$ cat src/rtl/mem_rr_arbiter.sv
// Two-requester round-robin arbiter in front of a windowed mem.
// One access per cycle, one response pulse per accept, a cycle later.
module mem_rr_arbiter #(
    parameter int WIDTH    = 80,
    parameter int DEPTH    = 32,
    parameter int OFFSET   = 32,
    parameter int AW       = 6,
    parameter int SYNCREAD = 0
) (
    input  logic               clk,
    input  logic               rst,
    input  logic [1:0]         req_valid,
    output logic [1:0]         req_ready,
    input  logic [1:0]         req_write,
    input  logic [2*AW-1:0]    req_addr,
    input  logic [2*WIDTH-1:0] req_wdata,
    output logic [1:0]         resp_valid,
    output logic               resp_err,
    output logic [WIDTH-1:0]   resp_rdata,
    output logic               mem_ren,
    output logic [AW-1:0]      mem_raddr,
    input  logic [WIDTH-1:0]   mem_rdata,
    output logic               mem_wen,
    output logic [AW-1:0]      mem_waddr,
    output logic [WIDTH-1:0]   mem_wdata,
    output logic [15:0]        err_count
);

    localparam logic [AW:0] LO = (AW+1)'(OFFSET);
    localparam logic [AW:0] HI = (AW+1)'(OFFSET + DEPTH);

    logic             last_b;
    logic [1:0]       gnt;
    logic             accept;
    logic             sel_b;
    logic [AW-1:0]    addr;
    logic             wr;
    logic [WIDTH-1:0] wdata;
    logic             in_win;
    logic [WIDTH-1:0] rdata_q;
    logic             pass_q;
    logic [15:0]      err_q;

    always_comb begin
        gnt = 2'b00;
        unique case (req_valid)
            2'b01:   gnt = 2'b01;
            2'b10:   gnt = 2'b10;
            2'b11:   gnt = last_b ? 2'b01 : 2'b10;
            default: gnt = 2'b00;
        endcase
        // ready is held low for as long as reset is asserted
        gnt = gnt & {2{rst}};
    end

    assign accept = |gnt;
    assign sel_b  = gnt[1];
    assign addr   = sel_b ? req_addr[2*AW-1:AW] : req_addr[AW-1:0];
    assign wr     = sel_b ? req_write[1] : req_write[0];
    assign wdata  = sel_b ? req_wdata[2*WIDTH-1:WIDTH]
                          : req_wdata[WIDTH-1:0];

    // one extra bit so OFFSET+DEPTH never wraps
    assign in_win = ({1'b0, addr} >= LO) && ({1'b0, addr} < HI);

    assign req_ready = gnt;
    assign mem_ren   = accept & ~wr & in_win;
    assign mem_wen   = accept & wr & in_win;
    assign mem_raddr = addr;
    assign mem_waddr = addr;
    assign mem_wdata = wdata;
    assign err_count = err_q;

    always_ff @(posedge clk or negedge rst) begin
        if (!rst) begin
            last_b     <= 1'b1;
            resp_valid <= 2'b00;
            resp_err   <= 1'b0;
            rdata_q    <= '0;
            pass_q     <= 1'b0;
            err_q      <= 16'd0;
        end else begin
            resp_valid <= gnt;
            resp_err   <= accept & ~in_win;
            rdata_q    <= ((SYNCREAD == 0) && mem_ren) ? mem_rdata : '0;
            pass_q     <= (SYNCREAD != 0) && mem_ren;
            if (accept)
                last_b <= sel_b;
            if (accept && !in_win && err_q != 16'hFFFF)
                err_q <= err_q + 16'd1;
        end
    end

    // registered-read mem presents the data itself in the response cycle
    assign resp_rdata = pass_q ? mem_rdata : rdata_q;

endmodule
$ cat config.mk
export PLATFORM = sky130hd
export DESIGN_NAME = mem_rr_arbiter
export DESIGN_NICKNAME = d
export VERILOG_FILES = /design/src/rtl/mem_rr_arbiter.sv
export SDC_FILE = /design/constraint.sdc
export NUM_CORES = 1
export LEC_CHECK = 0
export ABC_AREA = 1
export BUFFER_PORTS_ARGS = -buffer_cell sky130_fd_sc_hd__clkbuf_2
export CAP_MARGIN = 15
export CORE_AREA = 4 4 174 176
export DETAILED_ROUTE_END_ITERATION = 8
export DIE_AREA = 0 0 178 180
export GPL_TIMING_DRIVEN = 0
export HOLD_SLACK_MARGIN = 0.06
export PLACE_DENSITY = 0.43
export SYNTH_ARGS = -nofsm -noshare
export SYNTH_HDL_FRONTEND = slang
export SYNTH_SLANG_ARGS = --single-unit
$ cat constraint.sdc
create_clock -name clk -period 2.02 [get_ports clk]
set_clock_uncertainty 0.05 [all_clocks]
set_input_delay 0.202 -clock clk [delete_from_list [all_inputs] [get_ports clk]]
set_output_delay 0.202 -clock clk [all_outputs]
set_load 0.05 [all_outputs]
Yosys cells after proc, flatten, opt, wreduce, memory -nomap -nowiden
Cells that the tools add are included.
{"block": "totals", "regBits": 100, "latchBits": 0, "ram_bits": 0, "rom_bits": 0, "out_inout_bits": 195, "mem_count": 0}
{"block": "op_classes", "add_sub_neg": 1, "mul": 0, "n_div": 0, "n_lt_le_gt_ge": 1, "eq_ne": 4, "shifts": 0, "n_mux": 6, "n_bitwise": 8, "n_reduce_logical": 4}
{"cell": "80-bit 2-to-1 mux", "n": 2}
{"cell": "16-bit by 1-bit adder with 16-bit output, second input constant", "n": 1}
{"cell": "16-bit inequality test, second input constant", "n": 1}
{"cell": "6-bit >= comparator, second input constant", "n": 1}
{"cell": "6-bit 2-to-1 mux", "n": 1}
{"cell": "2-bit case mux with 3 select lines", "n": 1}
{"cell": "1-bit AND", "n": 5}
{"cell": "2-bit == test, second input constant", "n": 2}
{"cell": "2-bit AND", "n": 1}
{"cell": "2-bit by 1-bit == test with 1-bit output, second input constant", "n": 1}
{"cell": "1-bit logical AND", "n": 2}
{"cell": "2-bit 2-to-1 mux", "n": 1}
{"cell": "1-bit NOT", "n": 2}
{"cell": "2-bit OR reduction", "n": 1}
{"cell": "1-bit logical NOT", "n": 1}
{"cell": "1-bit 2-to-1 mux", "n": 1}

Depth between registers and ports, before layout
{"block": "logic_depth", "ltp_word": 8, "ltp_mapped": 9}

Worst setup path before layout
Ideal clock, no wire load.
{"block": "synth_path", "path_type": "reg-to-output", "start": "register last_b", "end": "output mem_wen", "arrival_time_ns": 2.310, "setup_slack_ns": -0.542, "path_stages_with_launch": 8, "n_path_buf": 1, "path_cell_list": "dfstp_2 > nand2_1 > nand2_4 > nand2_2 > nand2_1 > nand2_2 > buf_2 > a21oi_1"}
{"block": "synth_via", "elab_chain_cells": 6, "elab_cells_between_ends": 9, "classes_between": "1 x order compare; 4 x mux; 3 x bitwise; 1 x reduce/logical"}
{"item": "start, declared", "line_no": "32", "text": "logic last_b;"}
{"item": "start signal, assigned", "line_no": "88", "text": "last_b <= sel_b;"}
{"item": "2-bit 2-to-1 mux", "line_no": "49", "text": "2'b11: gnt = last_b ? 2'b01 : 2'b10;"}
{"item": "2-bit case mux with 3 select lines", "line_no": "46", "text": "unique case (req_valid)"}
{"item": "2-bit AND", "line_no": "53", "text": "gnt = gnt & {2{rst}};"}
{"item": "6-bit 2-to-1 mux", "line_no": "58", "text": "assign addr = sel_b ? req_addr[2*AW-1:AW] : req_addr[AW-1:0];"}
{"item": "net mem_raddr[5]", "line_no": "21", "text": "output logic [AW-1:0] mem_raddr,"}
{"item": "6-bit >= comparator", "line_no": "64", "text": "assign in_win = ({1'b0, addr} >= LO) && ({1'b0, addr} < HI);"}
{"item": "1-bit AND", "line_no": "68", "text": "assign mem_wen = accept & wr & in_win;"}
{"item": "end, declared", "line_no": "23", "text": "output logic mem_wen,"}
The timed path passes the listed nets, and every way through them passes these cells.

Worst setup path in the final report
{"block": "layout_path", "start": "register last_b", "end": "output mem_waddr[2]"}
{"block": "layout_via", "elab_chain_cells": 4}
{"item": "2-bit 2-to-1 mux", "line_no": "49"}
{"item": "2-bit case mux with 3 select lines", "line_no": "46"}
{"item": "2-bit AND", "line_no": "53"}
{"item": "6-bit 2-to-1 mux", "line_no": "58"}
{"item": "end, declared", "line_no": "24", "text": "output logic [AW-1:0] mem_waddr,"}
Every way passes these cells.

==> run_summary.xml <==
<?xml version="1.0" encoding="UTF-8"?>
<metrics>
  <group name="placed_design">
    <metric name="place.gp.congestion" unit="">0.941</metric>
    <metric name="post_detail_place_hpwl" unit="um">20900</metric>
    <metric name="placement.io_buffers" unit="">452</metric>
  </group>
  <group name="timing">
    <metric name="final_max_slew_viol_count" unit="">0</metric>
    <metric name="relSlewSlack" unit="%">69.4</metric>
    <metric name="clock.fmax" unit="MHz">486</metric>
    <metric name="rsz0062_at_grt" unit="">yes</metric>
    <metric name="finalWorstSetupSlack" unit="ns">-0.0358</metric>
    <metric name="timing.final.crit_share" unit="%">102</metric>
    <metric name="timing.final.hold_violations" unit="">0</metric>
    <metric name="timing.final.setup_violations" unit="">11</metric>
    <metric name="hold-worst-slack" unit="ns">0.141</metric>
    <metric name="final_period_minus_worst_setup_slack" unit="ns">2.06</metric>
    <metric name="final.setup.tns" unit="ns">-0.170</metric>
    <metric name="worst_pin_slew" unit="ns">0.459</metric>
  </group>
  <group name="run_status">
    <metric name="violations_in_the_final_reports" unit="">negative setup slack</metric>
    <metric name="result_of_the_run" unit="">finished with violations</metric>
  </group>
  <group name="setup_path">
    <metric name="crit_path_cell_trace" unit="">nand2_4, nand2_8, buf_12, buf_12, nand2_4, nand2_4, buf_6, clkbuf_16</metric>
    <metric name="critical_path.top_delay_family" unit="">flip-flops</metric>
    <metric name="regToRegStartpoint" unit="">last_b</metric>
    <metric name="timing.critical_path.slowest_cell_delay" unit="ns">0.57</metric>
    <metric name="crit_fanout" unit="">8</metric>
    <metric name="crit_start" unit="">last_b</metric>
    <metric name="timing.critical_path.to_type" unit="">output port</metric>
    <metric name="critical_path_arrival" unit="ns">1.80</metric>
    <metric name="timing.setup.critical_path_class" unit="">reg -&gt; out</metric>
    <metric name="crit_top_cell" unit="">sky130_fd_sc_hd__nand2_4</metric>
    <metric name="critical-path-slowest-cell" unit="">sky130_fd_sc_hd__dfstp_2</metric>
    <metric name="crit_required" unit="ns">1.77</metric>
    <metric name="setup.worst_path.start_class" unit="">flip-flop</metric>
    <metric name="crit_buf_inv" unit="">4</metric>
  </group>
  <group name="die">
    <metric name="top_level_ports" unit="">453</metric>
    <metric name="core-area" unit="sq um">28600</metric>
    <metric name="design.die.area" unit="sq um">32000</metric>
    <metric name="die_height" unit="um">180</metric>
    <metric name="num_rows" unit="">62</metric>
    <metric name="dieWidth" unit="um">178</metric>
    <metric name="initial_utilization" unit="%">17.5</metric>
  </group>
  <group name="cts">
    <metric name="clock_tree.root_cell" unit="">sky130_fd_sc_hd__clkbuf_16</metric>
    <metric name="tritoncts" unit="">yes</metric>
    <metric name="clock_buffer_count_from_cts" unit="">9</metric>
    <metric name="worstSkewPairLatency" unit="ns">0.34</metric>
    <metric name="cts-root-to-sink-buffers" unit="">2</metric>
    <metric name="cts_num_sinks" unit="">100</metric>
    <metric name="clock_transition_at_the_registers_of_the_reported_paths" unit="ns">0.07</metric>
    <metric name="h_tree_depth" unit="">3</metric>
  </group>
  <group name="synthesis">
    <metric name="netlist_area" unit="sq um">5000</metric>
    <metric name="largest_area_contributor_in_the_netlist" unit="">sky130_fd_sc_hd__dfrtp_1</metric>
    <metric name="synth_seq_area_share" unit="%">50.0</metric>
    <metric name="yosysTopAreaCellShare" unit="%">49.5</metric>
    <metric name="synth.yosys.warnings" unit="">0</metric>
    <metric name="synth_top_cells_by_area" unit="">sky130_fd_sc_hd__dfrtp_1 50%, sky130_fd_sc_hd__nand2_1 24%, sky130_fd_sc_hd__nor3b_1 12%</metric>
    <metric name="yosys_register_bits" unit="">100</metric>
    <metric name="post-synth-top-count-cell" unit="">sky130_fd_sc_hd__nand2_1</metric>
    <metric name="synth-main-ff-cell" unit="">sky130_fd_sc_hd__dfrtp_1</metric>
    <metric name="yosys.cell_types.count" unit="">25</metric>
    <metric name="synth_top_cells_by_count" unit="">320 x sky130_fd_sc_hd__nand2_1, 99 x sky130_fd_sc_hd__dfrtp_1, 80 x sky130_fd_sc_hd__nor3b_1</metric>
    <metric name="synthesis.instances" unit="">629</metric>
    <metric name="number_of_flops_mapped_to_enable_cells_by_yosys" unit="">0</metric>
    <metric name="syn_area_per_cell" unit="sq um">7.96</metric>
    <metric name="asyncSetResetFlopFracSynth" unit="%">100</metric>
    <metric name="postSynthNetCount" unit="">888</metric>
  </group>
  <group name="global_routing">
    <metric name="antenna_found_initial" unit="">3</metric>
    <metric name="first_global_vias" unit="">6759</metric>
    <metric name="grt_first_pass_wirelength" unit="um">39500</metric>
    <metric name="grt_overflow_total" unit="">0</metric>
    <metric name="track_usage" unit="%">16.1</metric>
    <metric name="maximum_number_of_pins_on_one_net_before_global_route_repair" unit="">52</metric>
  </group>
  <group name="route">
    <metric name="post_drt_wl_per_cell" unit="um">17.1</metric>
    <metric name="drt-total-wl" unit="um">27000</metric>
    <metric name="first_iter_violations" unit="">173</metric>
    <metric name="detail-route-antenna-nets" unit="">0</metric>
    <metric name="drc_errors" unit="">0</metric>
    <metric name="vias" unit="">6265</metric>
    <metric name="drt-pass1-iter-count" unit="">4</metric>
    <metric name="detail_route.vias_per_cell" unit="">3.97</metric>
  </group>
  <group name="power_and_ir_drop">
    <metric name="power.density_cell_area" unit="nW/um^2">662</metric>
    <metric name="leakage" unit="nW">5.61</metric>
    <metric name="worst_ir_drop_vdd" unit="V">0.000548</metric>
  </group>
  <group name="layout">
    <metric name="drive_above_1_share" unit="%">51.0</metric>
    <metric name="nets" unit="">1449</metric>
    <metric name="multiInputGateArea" unit="sq um">2530</metric>
    <metric name="fillerInstances" unit="">3003</metric>
    <metric name="layout-area-overhead-vs-synth" unit="%">108</metric>
    <metric name="seqCellArea" unit="sq um">2500</metric>
    <metric name="finish.utilization" unit="%">36.3</metric>
  </group>
  <group name="worst_hold_path">
    <metric name="holdCritStartpoint" unit="">rst</metric>
    <metric name="path_class_of_the_lowest_slack_min_delay_path" unit="">in -&gt; reg</metric>
  </group>
  <group name="job">
    <metric name="drv_cap" unit="">0</metric>
  </group>
</metrics>
-- cell families (layout without fill, tap and decap cells) --
family	count (synthesis)	in the layout	synth area share, %
fa+ha+maj	1	1	0.250
simple gates	437	437	40.2
compound gates	23	23	2.43
buf+inv	61	627	5.82
flops	100	100	50.0
xor+xnor	7	7	1.23
other cells	0	1	0
-- cells in the final DEF (no fill, tap or decap), types with 4 or more instances in the layout --
| cell type | instances |
|---|---|
| sky130_fd_sc_hd__nor3b_1 | 75 |
| sky130_fd_sc_hd__nor2_4 | 4 |
| sky130_fd_sc_hd__buf_12 | 4 |
| sky130_fd_sc_hd__nand4_1 | 4 |
| sky130_fd_sc_hd__nand2_1 | 260 |
| sky130_fd_sc_hd__xor2_1 | 5 |
| sky130_fd_sc_hd__dlygate4sd3_1 | 83 |
| sky130_fd_sc_hd__nand2_4 | 16 |
| sky130_fd_sc_hd__nand2_2 | 47 |
| sky130_fd_sc_hd__nand3_1 | 5 |
| sky130_fd_sc_hd__clkbuf_4 | 12 |
| sky130_fd_sc_hd__clkbuf_16 | 19 |
| sky130_fd_sc_hd__o21ai_0 | 20 |
| sky130_fd_sc_hd__buf_4 | 29 |
| sky130_fd_sc_hd__inv_1 | 15 |
| sky130_fd_sc_hd__buf_8 | 53 |
| sky130_fd_sc_hd__clkbuf_2 | 358 |
| sky130_fd_sc_hd__clkbuf_8 | 4 |
| sky130_fd_sc_hd__buf_2 | 14 |
| sky130_fd_sc_hd__nor2_1 | 15 |
| sky130_fd_sc_hd__dfrtp_1 | 99 |
| sky130_fd_sc_hd__nor3b_2 | 5 |
| sky130_fd_sc_hd__buf_6 | 25 |
-- worst paths after layout --
| path | endpoint | slack, ns | cells after the start |
|---|---|---|---|
| max | mem_waddr[2] | -0.04 | 8 |
| min | resp_valid[0] | 0.14 | 3 |
| max reg2reg | rdata_q[35] | 0.13 | 8 |
| min reg2reg | last_b | 0.51 | 2 |
| max in group asynchronous | last_b | 1.16 | 2 |
| min in group asynchronous | rdata_q[8] | 0.42 | 2 |
-- stage by stage --
stage / cell area [sq um] / cells / power (mW) / setup slack, ns
3_5_place_dp: 7800 / 1465 / 4.50 / -0.831
5_1_grt: 10400 / 1580 / 7.25 / -0.127
3_3_place_gp: 7790 / 1465 / 4.50 / -2.45
6_report: 10400 / 1580 / 6.88 / -0.0358
2_1_floorplan: 5040 / 629 / 3.72 / 0.0738
4_1_cts: 9950 / 1575 / 6.80 / -0.0823
-- routing by layer --
metal  global-route usage [%]  wire length, um  up-vias  part of all wire [%]
li1                         -                -     3093                     -
met1                     18.7            10400     2856                    39
met2                     28.5            13800      271                    51
met3                     4.31             2000       41                   7.4
met4                     5.48              715        4                   2.7
met5                        0               27        -                  0.10
-- state kept, by name, indices dropped and copies added, names as in the netlist --
signal	count
resp_err	1
resp_valid	2
last_b	1
rdata_q	80
err_count	16
-- worst min-delay path, stage by stage --
cell,delay (ns)
sky130_fd_sc_hd__clkbuf_16,0.13
sky130_fd_sc_hd__inv_1,0.09
sky130_fd_sc_hd__a211oi_2,0.06
-- report_power, final --
part,switching [mW],leakage [nW],internal (mW)
combinational,1.82,4.09,1.09
clock,0.859,0.149,0.907
sequential,0.0971,1.37,2.11
total,2.78,5.61,4.11
-- cell type report --
class | instances | area share [%]
Buffer | 41 | 3.67
Clock buffer | 10 | 2.30
Inverter | 18 | 0.722
Multi-Input combinational cell | 468 | 24.3
Clock inverter | 6 | 0.602
Sequential cell | 100 | 24.1
Antenna cell | 1 | 0.0241
Tap cell | 384 | 4.62
Timing Repair Buffer | 552 | 39.6
-- repair_timing --
action,4_1_cts,5_1_grt
setup endpoints to repair,189,108
endpoints found under the hold margin,180,0
gates cloned,2,0
resized for setup,217,201
setup buffers,9,5
pin swaps,9,15
hold buffers,84,0
Note: power is estimated with default switching activity, not from simulation.
